<file path="config.mk">
export PLATFORM = sky130hd
export DESIGN_NAME = enc_input_conditioner_flat
export DESIGN_NICKNAME = d
export VERILOG_FILES = /design/src/rtl/enc_input_conditioner_if.sv /design/src/rtl/enc_input_conditioner.sv /design/src/flat_wrapper.sv
export SDC_FILE = /design/constraint.sdc
export NUM_CORES = 1
export LEC_CHECK = 0
export ABC_CLOCK_PERIOD_IN_PS = 2000
export BUFFER_PORTS_ARGS = -buffer_cell sky130_fd_sc_hd__buf_2
export CORE_MARGIN = 2
export CORE_UTILIZATION = 52
export CTS_CLUSTER_DIAMETER = 50
export DETAILED_ROUTE_END_ITERATION = 12
export GPL_ROUTABILITY_DRIVEN = 0
export GPL_TIMING_DRIVEN = 0
export HOLD_SLACK_MARGIN = 0.08
export PLACE_DENSITY = 0.78
export SETUP_SLACK_MARGIN = 0.4
export SYNTH_ARGS = -nofsm -noshare
export SYNTH_HDL_FRONTEND = slang
export SYNTH_SLANG_ARGS = --single-unit
</file>
<file path="constraint.sdc">
create_clock -name ENC_CLK -period 2 [get_ports ENC_CLK]
set_input_delay 0 -clock ENC_CLK [delete_from_list [all_inputs] [get_ports ENC_CLK]]
set_output_delay 0 -clock ENC_CLK [all_outputs]
set_load 0.01 [all_outputs]
</file>
<file path="src/rtl/enc_input_conditioner_if.sv">
// Encoder line bundle: raw lines in, conditioned levels,
// pulses, gate state and glitch statistics out.
interface enc_input_conditioner_if #(
  parameter int P_GLITCH_W = 16
);
  logic I_A0, I_A1, I_Z0, I_Z1;
  logic I_ARM, I_SEL;
  logic O_A0, O_A1, O_Z0, O_Z1;
  logic O_A0_RISE, O_A1_RISE;
  logic O_Z0_RISE, O_Z1_RISE;
  logic O_ARM, O_SEL;
  logic O_GATE, O_START, O_STOP;
  logic [1:0] O_STATE;
  logic [P_GLITCH_W-1:0] O_GLITCH_A0;
  logic [P_GLITCH_W-1:0] O_GLITCH_A1;

  modport master (
    output I_A0, I_A1, I_Z0, I_Z1,
    output I_ARM, I_SEL,
    input  O_A0, O_A1, O_Z0, O_Z1,
    input  O_A0_RISE, O_A1_RISE,
    input  O_Z0_RISE, O_Z1_RISE,
    input  O_ARM, O_SEL,
    input  O_GATE, O_START, O_STOP,
    input  O_STATE,
    input  O_GLITCH_A0, O_GLITCH_A1
  );

  modport slave (
    input  I_A0, I_A1, I_Z0, I_Z1,
    input  I_ARM, I_SEL,
    output O_A0, O_A1, O_Z0, O_Z1,
    output O_A0_RISE, O_A1_RISE,
    output O_Z0_RISE, O_Z1_RISE,
    output O_ARM, O_SEL,
    output O_GATE, O_START, O_STOP,
    output O_STATE,
    output O_GLITCH_A0, O_GLITCH_A1
  );
endinterface

</file>
<file path="src/rtl/enc_input_conditioner.sv">
// Encoder front end: sync, glitch filter, edge pulses,
// glitch statistics and index-aligned arming FSM.
module enc_input_conditioner #(
  parameter int P_SYNC_STAGES = 2,
  parameter int P_FILT_LEN    = 1,
  parameter int P_GLITCH_W    = 16
) (
  input logic ENC_CLK,
  input logic ResetN,
  enc_input_conditioner_if.slave bus
);
  typedef enum logic [1:0] {
    ST_IDLE   = 2'b00,
    ST_WAIT_Z = 2'b01,
    ST_RUN    = 2'b10
  } state_t;

  localparam logic [7:0] LP_LAST = 8'(P_FILT_LEN - 1);
  localparam logic [P_GLITCH_W-1:0] LP_SAT = '1;

  // bit order: A0 A1 Z0 Z1 ARM SEL (LSB first)
  logic [5:0] w_raw;
  logic [5:0] w_sync;
  logic [5:0] r_sync [P_SYNC_STAGES];
  logic [3:0] r_filt;
  logic [3:0] r_rise;
  logic [7:0] r_cnt [4];
  logic [P_GLITCH_W-1:0] r_glitch [2];
  state_t r_state;
  logic r_sel, r_gate, r_start, r_stop;
  logic w_arm, w_zsel;

  assign w_raw = {bus.I_SEL, bus.I_ARM, bus.I_Z1,
                  bus.I_Z0, bus.I_A1, bus.I_A0};
  assign w_sync = r_sync[P_SYNC_STAGES-1];
  assign w_arm  = w_sync[4];
  assign w_zsel = r_sel ? r_rise[3] : r_rise[2];

  always_ff @(posedge ENC_CLK) begin
    if (!ResetN) begin
      for (int i = 0; i < P_SYNC_STAGES; i++)
        r_sync[i] <= '0;
    end else begin
      r_sync[0] <= w_raw;
      for (int i = 1; i < P_SYNC_STAGES; i++)
        r_sync[i] <= r_sync[i-1];
    end
  end

  always_ff @(posedge ENC_CLK) begin
    if (!ResetN) begin
      r_filt <= '0;
      r_rise <= '0;
      for (int i = 0; i < 4; i++)
        r_cnt[i] <= '0;
      for (int i = 0; i < 2; i++)
        r_glitch[i] <= '0;
    end else begin
      for (int i = 0; i < 4; i++) begin
        r_rise[i] <= 1'b0;
        if (w_sync[i] != r_filt[i]) begin
          if (r_cnt[i] == LP_LAST) begin
            r_filt[i] <= ~r_filt[i];
            r_rise[i] <= ~r_filt[i];
            r_cnt[i]  <= '0;
          end else begin
            r_cnt[i] <= r_cnt[i] + 8'd1;
          end
        end else begin
          r_cnt[i] <= '0;
        end
      end
      // a mismatch run that collapsed back is a rejected glitch
      for (int i = 0; i < 2; i++) begin
        if (w_sync[i] == r_filt[i] && r_cnt[i] != '0
            && r_glitch[i] != LP_SAT)
          r_glitch[i] <= r_glitch[i] + 1'b1;
      end
    end
  end

  always_ff @(posedge ENC_CLK) begin
    if (!ResetN) begin
      r_state <= ST_IDLE;
      r_sel   <= 1'b0;
      r_gate  <= 1'b0;
      r_start <= 1'b0;
      r_stop  <= 1'b0;
    end else begin
      r_start <= 1'b0;
      r_stop  <= 1'b0;
      unique case (r_state)
        ST_IDLE: begin
          if (w_arm) begin
            r_sel   <= w_sync[5];
            r_state <= ST_WAIT_Z;
          end
        end
        ST_WAIT_Z: begin
          // a dropping arm wins over a same-edge index
          if (!w_arm) begin
            r_state <= ST_IDLE;
          end else if (w_zsel) begin
            r_state <= ST_RUN;
            r_gate  <= 1'b1;
            r_start <= 1'b1;
          end
        end
        ST_RUN: begin
          if (!w_arm) begin
            r_state <= ST_IDLE;
            r_gate  <= 1'b0;
            r_stop  <= 1'b1;
          end
        end
        default: begin
          r_state <= ST_IDLE;
          r_gate  <= 1'b0;
        end
      endcase
    end
  end

  assign bus.O_A0        = r_filt[0];
  assign bus.O_A1        = r_filt[1];
  assign bus.O_Z0        = r_filt[2];
  assign bus.O_Z1        = r_filt[3];
  assign bus.O_A0_RISE   = r_rise[0];
  assign bus.O_A1_RISE   = r_rise[1];
  assign bus.O_Z0_RISE   = r_rise[2];
  assign bus.O_Z1_RISE   = r_rise[3];
  assign bus.O_ARM       = w_arm;
  assign bus.O_SEL       = r_sel;
  assign bus.O_GATE      = r_gate;
  assign bus.O_START     = r_start;
  assign bus.O_STOP      = r_stop;
  assign bus.O_STATE     = r_state;
  assign bus.O_GLITCH_A0 = r_glitch[0];
  assign bus.O_GLITCH_A1 = r_glitch[1];
endmodule
</file>
<file path="src/flat_wrapper.sv">
// flat-port wrapper written by rule: the top's interface ports become plain ports
module enc_input_conditioner_flat 
#(
  parameter int P_SYNC_STAGES = 2,
  parameter int P_FILT_LEN    = 1,
  parameter int P_GLITCH_W    = 16
)
  (ENC_CLK, ResetN, bus_I_A0, bus_I_A1, bus_I_Z0, bus_I_Z1, bus_I_ARM, bus_I_SEL, bus_O_A0, bus_O_A1, bus_O_Z0, bus_O_Z1, bus_O_A0_RISE, bus_O_A1_RISE, bus_O_Z0_RISE, bus_O_Z1_RISE, bus_O_ARM, bus_O_SEL, bus_O_GATE, bus_O_START, bus_O_STOP, bus_O_STATE, bus_O_GLITCH_A0, bus_O_GLITCH_A1);
  enc_input_conditioner_if #(.P_GLITCH_W(P_GLITCH_W)) bus_i ();
  input logic ENC_CLK;
  input logic ResetN;
  input wire logic [$bits(bus_i.I_A0)-1:0] bus_I_A0;
  input wire logic [$bits(bus_i.I_A1)-1:0] bus_I_A1;
  input wire logic [$bits(bus_i.I_Z0)-1:0] bus_I_Z0;
  input wire logic [$bits(bus_i.I_Z1)-1:0] bus_I_Z1;
  input wire logic [$bits(bus_i.I_ARM)-1:0] bus_I_ARM;
  input wire logic [$bits(bus_i.I_SEL)-1:0] bus_I_SEL;
  output wire logic [$bits(bus_i.O_A0)-1:0] bus_O_A0;
  output wire logic [$bits(bus_i.O_A1)-1:0] bus_O_A1;
  output wire logic [$bits(bus_i.O_Z0)-1:0] bus_O_Z0;
  output wire logic [$bits(bus_i.O_Z1)-1:0] bus_O_Z1;
  output wire logic [$bits(bus_i.O_A0_RISE)-1:0] bus_O_A0_RISE;
  output wire logic [$bits(bus_i.O_A1_RISE)-1:0] bus_O_A1_RISE;
  output wire logic [$bits(bus_i.O_Z0_RISE)-1:0] bus_O_Z0_RISE;
  output wire logic [$bits(bus_i.O_Z1_RISE)-1:0] bus_O_Z1_RISE;
  output wire logic [$bits(bus_i.O_ARM)-1:0] bus_O_ARM;
  output wire logic [$bits(bus_i.O_SEL)-1:0] bus_O_SEL;
  output wire logic [$bits(bus_i.O_GATE)-1:0] bus_O_GATE;
  output wire logic [$bits(bus_i.O_START)-1:0] bus_O_START;
  output wire logic [$bits(bus_i.O_STOP)-1:0] bus_O_STOP;
  output wire logic [$bits(bus_i.O_STATE)-1:0] bus_O_STATE;
  output wire logic [$bits(bus_i.O_GLITCH_A0)-1:0] bus_O_GLITCH_A0;
  output wire logic [$bits(bus_i.O_GLITCH_A1)-1:0] bus_O_GLITCH_A1;
  assign bus_i.I_A0 = bus_I_A0;
  assign bus_i.I_A1 = bus_I_A1;
  assign bus_i.I_Z0 = bus_I_Z0;
  assign bus_i.I_Z1 = bus_I_Z1;
  assign bus_i.I_ARM = bus_I_ARM;
  assign bus_i.I_SEL = bus_I_SEL;
  assign bus_O_A0 = bus_i.O_A0;
  assign bus_O_A1 = bus_i.O_A1;
  assign bus_O_Z0 = bus_i.O_Z0;
  assign bus_O_Z1 = bus_i.O_Z1;
  assign bus_O_A0_RISE = bus_i.O_A0_RISE;
  assign bus_O_A1_RISE = bus_i.O_A1_RISE;
  assign bus_O_Z0_RISE = bus_i.O_Z0_RISE;
  assign bus_O_Z1_RISE = bus_i.O_Z1_RISE;
  assign bus_O_ARM = bus_i.O_ARM;
  assign bus_O_SEL = bus_i.O_SEL;
  assign bus_O_GATE = bus_i.O_GATE;
  assign bus_O_START = bus_i.O_START;
  assign bus_O_STOP = bus_i.O_STOP;
  assign bus_O_STATE = bus_i.O_STATE;
  assign bus_O_GLITCH_A0 = bus_i.O_GLITCH_A0;
  assign bus_O_GLITCH_A1 = bus_i.O_GLITCH_A1;
  enc_input_conditioner #(.P_SYNC_STAGES(P_SYNC_STAGES), .P_FILT_LEN(P_FILT_LEN), .P_GLITCH_W(P_GLITCH_W)) u_core (.ENC_CLK(ENC_CLK), .ResetN(ResetN), .bus(bus_i));
endmodule
</file>
==> run summary, run 1 <==
Outcome = finished with violations
Failing checks = setup timing
Worst Path Required = 2140 ps
Number of synthesized flops with an enable pin = 64
First-pass GRT wire length = 18.8 mm
Post-route ant nets = 0
Total Die Area = 9130 µm²
# Max-Cap Violations = 0
Max incr delay on CP = 580 ps
CP Capture Type = flop
Cell Rows = 33
Hold Vio Cnt, Final = 0
Period utilisation layout = 103%
Syn avg cell area = 11.0 µm²
Die width = 95.6 µm
Core area = 8180 µm²
Fin nets = 593
Worst reg2reg path startpoint = u_core.r_glitch[0][11]
Initial DRC count = 297
CP startpoint = u_core.r_glitch[0][11]
Dpl hpwl = 6.27 mm
H-tree depth = 3
Clock latency on the worst-skew pair = 400 ps
ANT cells = 0
Min cycle time layout = 2060 ps
R2R setup slack = -60 ps
Worst min path class = primary input to flop
Synth cell count leaders = edfxtp_1 (64), nor2_1 (41), nand3_1 (32)
GRT Util Overall = 27.8%
Leakage = 2.50 nW
CP startpoint kind = flop
Die height = 95.6 µm
CTS buffer count = 9
Skew final = 23.7 ps
Syn-to-layout area delta = 45.3%
Clock sinks = 90
Placed Cells = 586
DR pass1 iterations = 7
Top-count cell post-synth = edfxtp_1
Synth async-reset ratio = 0%
Avg WL per Cell = 19.8 µm
Slowest cell on crit path = or4_4
Initial antenna violation count = 0
Worst setup path category = flop to flop
Vias per cell = 5.82
CP Max Fanout = 7
Worst-Margin Slew = 1360 ps
Worst setup endpoint = u_core.r_glitch[0][0]
Ys flop type = edfxtp_1
Maximum vdd drop = 0.576 mV
Vias in the first global route = 3,755
DRC Markers = 0
Slew HR = 9.10%
Synthesized area = 4360 µm²
Clock tree buffer depth = 2
Pin count of the biggest net entering global routing = 15
CTS tree = yes
Via count = 3,989
DRT Wirelength = 13.6 mm
Layout cells sized above 1 = 39.0%
Count of cell types in the netlist = 37
Share of the synthesized area in the top cell type = 44.1%
Total grt overflow = 0
Fmax = 0.485 GHz
Post-synthesis cell type with the largest combined area = edfxtp_1
Count of state elements after synthesis = 90
PD cells = 799 nW/µm²
Worst path cell trace = nand4_1, or4_4, nand4_4, buf_4, buf_16, a21oi_1
Final setup margin = -63.8 ps
R2R depth = 6
Final Non-Filler Cells = 685
Worst EP arrival = 2200 ps
Clock transition at the registers of the reported paths = 110 ps
Synth Instances = 396
Unrepaired setup endpoints after global routing = yes
Max Transition Viols Final = 0
Sequential element share of the synthesized area = 56.0%
Port bufs = 54
Synth warn = 0
Count of final setup violators = 33
Root Driver = clkbuf_8
R2R Path End = u_core.r_glitch[0][0]
Fin util = 77.5%
Initial core utilization = 53.3%
Ranking of synthesized cells by area = edfxtp_1 (44%), dfxtp_1 (12%), xnor2_1 (5.6%), xor2_1 (5.0%), nand3_1 (3.7%)
IO Pins = 55
==> worst min path at each step <==
stage	start	to	slack, ps	cells past startpoint
3_5_place_dp	bus_I_Z1	u_core.r_sync[0][3]	220	2
4_1_cts	ResetN	u_core.r_cnt[2][0]	190	3
5_1_grt	ResetN	u_core.r_cnt[2][1]	140	3
2_1_floorplan	bus_I_A0	u_core.r_sync[0][0]	130	1
3_3_place_gp	bus_I_Z1	u_core.r_sync[0][3]	210	2
6_report	ResetN	u_core.r_cnt[2][1]	140	3
==> what timing repair did <==
| item | 4_1_cts | 5_1_grt |
|---|---|---|
| endpoints found under the setup margin | 96 | 99 |
| resized for setup | 49 | 45 |
| hold endpoints to repair | 6 | 0 |
| buffers inserted | 51 | 19 |
| pin swaps | 23 | 13 |
| hold buffers | 6 | 0 |
| gates cloned | 6 | 1 |
==> sequential cells by signal (all words and copies together), names as in the netlist <==
register	flops
u_core.bus.O_STOP	1
u_core.r_rise	4
u_core.r_glitch	32
u_core.bus.O_STATE	2
u_core.bus.O_START	1
u_core.bus.O_GATE	1
u_core.r_sync	12
u_core.bus.O_SEL	1
u_core.r_cnt	32
u_core.r_filt	4
==> through the flow <==
stage	total power [mW]	cell area [µm²]	TNS, ps	hold WS, ps	worst slack, ps
floorplan	2.79	4580	0	127	126
global placement	2.99	4980	-187	206	-12.0
detailed placement	3.02	4980	-954	217	-57.9
CTS	4.83	5990	0	188	113
global route	5.21	6330	-1910	140	-117
finish	5.06	6330	-776	135	-63.8
==> cells by family (layout without fill, tap and decap cells) <==
family                   count (synthesis)  count (layout)  synth area share (%)
other                                    1              32                0.0860
flip-flops                              90              90                  56.0
adder cells (fa/ha/maj)                 10              10                  2.87
multiplexers                             3               3                 0.718
AO/OA/AOI/OAI                           41              41                  5.57
buffers and inverters                   27             178                  2.84
XOR/XNOR                                53              53                  10.6
AND/OR/NAND/NOR                        171             173                  21.2
==> critical path: cells and delay by family, from the launching register on <==
kind / cells / cell delay, ps
buffers and inverters: 2 / 290
AOI/OAI and AO/OA: 1 / 70
and+or+nand+nor: 3 / 990
DFF: 1 / 440
==> where the power goes <==
part	switching (mW)	internal, mW	total (mW)
registers	0.174	2.18	2.36
clock network	0.712	0.839	1.55
logic	0.600	0.552	1.15
==> routing by layer <==
| layer | part of all wire (%) | track usage, % | vias up | wire (µm) |
|---|---|---|---|---|
| li1 | - | - | 1739 | - |
| met1 | 36 | 32.7 | 1904 | 4930 |
| met2 | 50 | 48.4 | 254 | 6840 |
| met3 | 7.2 | 5.69 | 92 | 985 |
| met4 | 6.2 | 13.5 | 0 | 843 |
| met5 | 0 | 0 | - | 0 |
==> cell type report <==
type                    count  area (µm²)
flip-flops and latches     90        2440
multi-input cells         312        2350
fillers                   447        1840
repair buffers            135         986
clock buffers              16         258
well taps                 105         131
plain buffers               9        95.1
inverters                  18        67.6
==> cell usage in the layout, fill, tap and decap left out, types with 11 or more instances in the layout <==
| cell | n |
|---|---|
| buf_2 | 54 |
| a21oi_2 | 19 |
| nand2_1 | 19 |
| edfxtp_1 | 64 |
| xnor2_1 | 27 |
| nor3_1 | 13 |
| nand3_1 | 29 |
| buf_6 | 11 |
| inv_1 | 17 |
| nor2_1 | 25 |
| dfxtp_1 | 26 |
| conb_1 | 32 |
| buf_4 | 63 |
| xor2_1 | 25 |
| and2_1 | 14 |
No activity file was read; power rests on OpenSTA's default activity.
==> inputs of run 2 (changes only) <==
--- a/config.mk
+++ b/config.mk
@@ -14,6 +14,7 @@
 export GPL_ROUTABILITY_DRIVEN = 0
 export GPL_TIMING_DRIVEN = 0
 export HOLD_SLACK_MARGIN = 0.08
+export MAX_ROUTING_LAYER = met4
 export PLACE_DENSITY = 0.78
 export SETUP_SLACK_MARGIN = 0.4
 export SYNTH_ARGS = -nofsm -noshare
==> run 2 against run 1 <==
Net effect: register-to-register slack about the same; sequential share of layout area unchanged; largest cell class unchanged; critical endpoint unchanged; core utilization unchanged; the flow still finishes with violations (setup timing); wire length up 0.24%; clock power about the same.
==> run summary, run 2 (synthesized netlist as in run 1, its figures left out) <==
Layout cells sized above 1 = 39.0%
Initial core utilization = 53.3%
Pin count of the biggest net entering global routing = 15
Skew final = 22.4 ps
CTS tree = yes
Syn-to-layout area delta = 45.3%
Worst EP arrival = 2200 ps
GRT Util Overall = 28.6%
Clock sinks = 90
Clock transition at the registers of the reported paths = 110 ps
DR pass1 iterations = 5
Avg WL per Cell = 19.9 µm
Worst min path class = primary input to flop
First-pass GRT wire length = 18.8 mm
Worst hold path depth = 3
Initial DRC count = 320
Min cycle time layout = 2070 ps
Cell Rows = 33
Initial antenna violation count = 0
Unrepaired setup endpoints after global routing = yes
Failing checks = setup timing
IO Pins = 55
H-tree depth = 3
Maximum vdd drop = 0.578 mV
Final setup margin = -65.7 ps
Worst setup path category = flop to flop
Period utilisation layout = 103%
Outcome = finished with violations
Port bufs = 54
Vias per cell = 5.76
Worst Path Required = 2140 ps
Count of final setup violators = 32
CTS buffer count = 9
Worst-Margin Slew = 1390 ps
DRC Markers = 0
Vias in the first global route = 3,755
CP Capture Type = flop
Dpl hpwl = 6.27 mm
Pre-CTS setup slack = -57.9 ps
Via count = 3,943
Die width = 95.6 µm
DRT Wirelength = 13.6 mm
CP Max Fanout = 7
Post-route ant nets = 0
Max Transition Viols Final = 0
Most common cell after layout, fill and taps aside = edfxtp_1
Minimum hold slack = 148 ps
Fin nets = 593
Total power = 5.05 mW
PD cells = 797 nW/µm²
CP startpoint kind = flop
Root Driver = clkbuf_8
# Max-Cap Violations = 0
R2R depth = 6
Hold Vio Cnt, Final = 0
Slew HR = 7.64%
Most frequent cells in the layout = edfxtp_1 (64), buf_4 (63), buf_2 (54), conb_1 (32), nand3_1 (29)
Leakage = 2.50 nW
Die height = 95.6 µm
Fin util = 77.5%
Core area = 8180 µm²
Total grt overflow = 0
Clock latency on the worst-skew pair = 390 ps
Total Die Area = 9130 µm²
ANT cells = 0
Fmax = 0.484 GHz
Biggest registers after layout = u_core.r_cnt x32, u_core.r_glitch x32, u_core.r_sync x12
Clock tree buffer depth = 2
-- run 2: cell counts in the layout (fill, tap and decap cells not counted) --
Identical to the previous run, type by type.
-- run 2: cell type report --
cell class	count	area [µm²]
Fill cell	447	1840
Tap cell	105	131
Clock buffer	16	258
Buffer	9	95.1
Inverter	18	67.6
Sequential cell	90	2440
Timing Repair Buffer	135	986
Multi-Input combinational cell	312	2350
-- run 2: path summary, 6_finish.rpt --
check	start	endpoint	slack, ps
max	u_core.r_glitch[0][11]	u_core.r_glitch[0][0]	-70
min	ResetN	u_core.r_cnt[2][1]	150
max reg2reg	u_core.r_glitch[0][11]	u_core.r_glitch[0][0]	-70
min reg2reg	u_core.r_sync[0][0]	u_core.r_sync[0][6]	450
-- run 2: what timing repair did --
action,CTS,global route
endpoints found under the hold margin,6,0
setup endpoints to repair,96,99
cloned,6,1
pin swaps,23,12
hold buffers,6,0
buffers inserted,51,19
resized for setup,49,45
-- run 2: power breakdown --
| part | internal [mW] | switching (mW) | leakage, nW | total [mW] |
|---|---|---|---|---|
| sequential | 2.18 | 0.173 | 0.899 | 2.36 |
| combinational | 0.551 | 0.599 | 1.47 | 1.15 |
| clock | 0.838 | 0.706 | 0.132 | 1.54 |
| total | 3.57 | 1.48 | 2.50 | 5.05 |
-- run 2: routing by layer --
layer	part of all wire (%)	wire [µm]	global-route usage, %
met2	51	6890	48.3
met4	5.7	771	11.8
met5	0	0	-
met1	37	5000	32.9
met3	7.1	973	6.64
-- run 2: through the flow --
| step | std cells | area, µm² | setup TNS, ps |
|---|---|---|---|
| CTS | 665 | 5990 | 0 |
| global placement | 586 | 4980 | -187 |
| global route | 685 | 6330 | -1290 |
| floorplan | 427 | 4580 | 0 |
| detailed placement | 586 | 4980 | -954 |
| finish | 685 | 6330 | -781 |
-- run 2: critical path, stage by stage (launching register included) --
cell and delay [ps]:
edfxtp_1 430, nand4_1 220, or4_4 590, nand4_4 200, buf_4 180, buf_16 120
a21oi_1 70
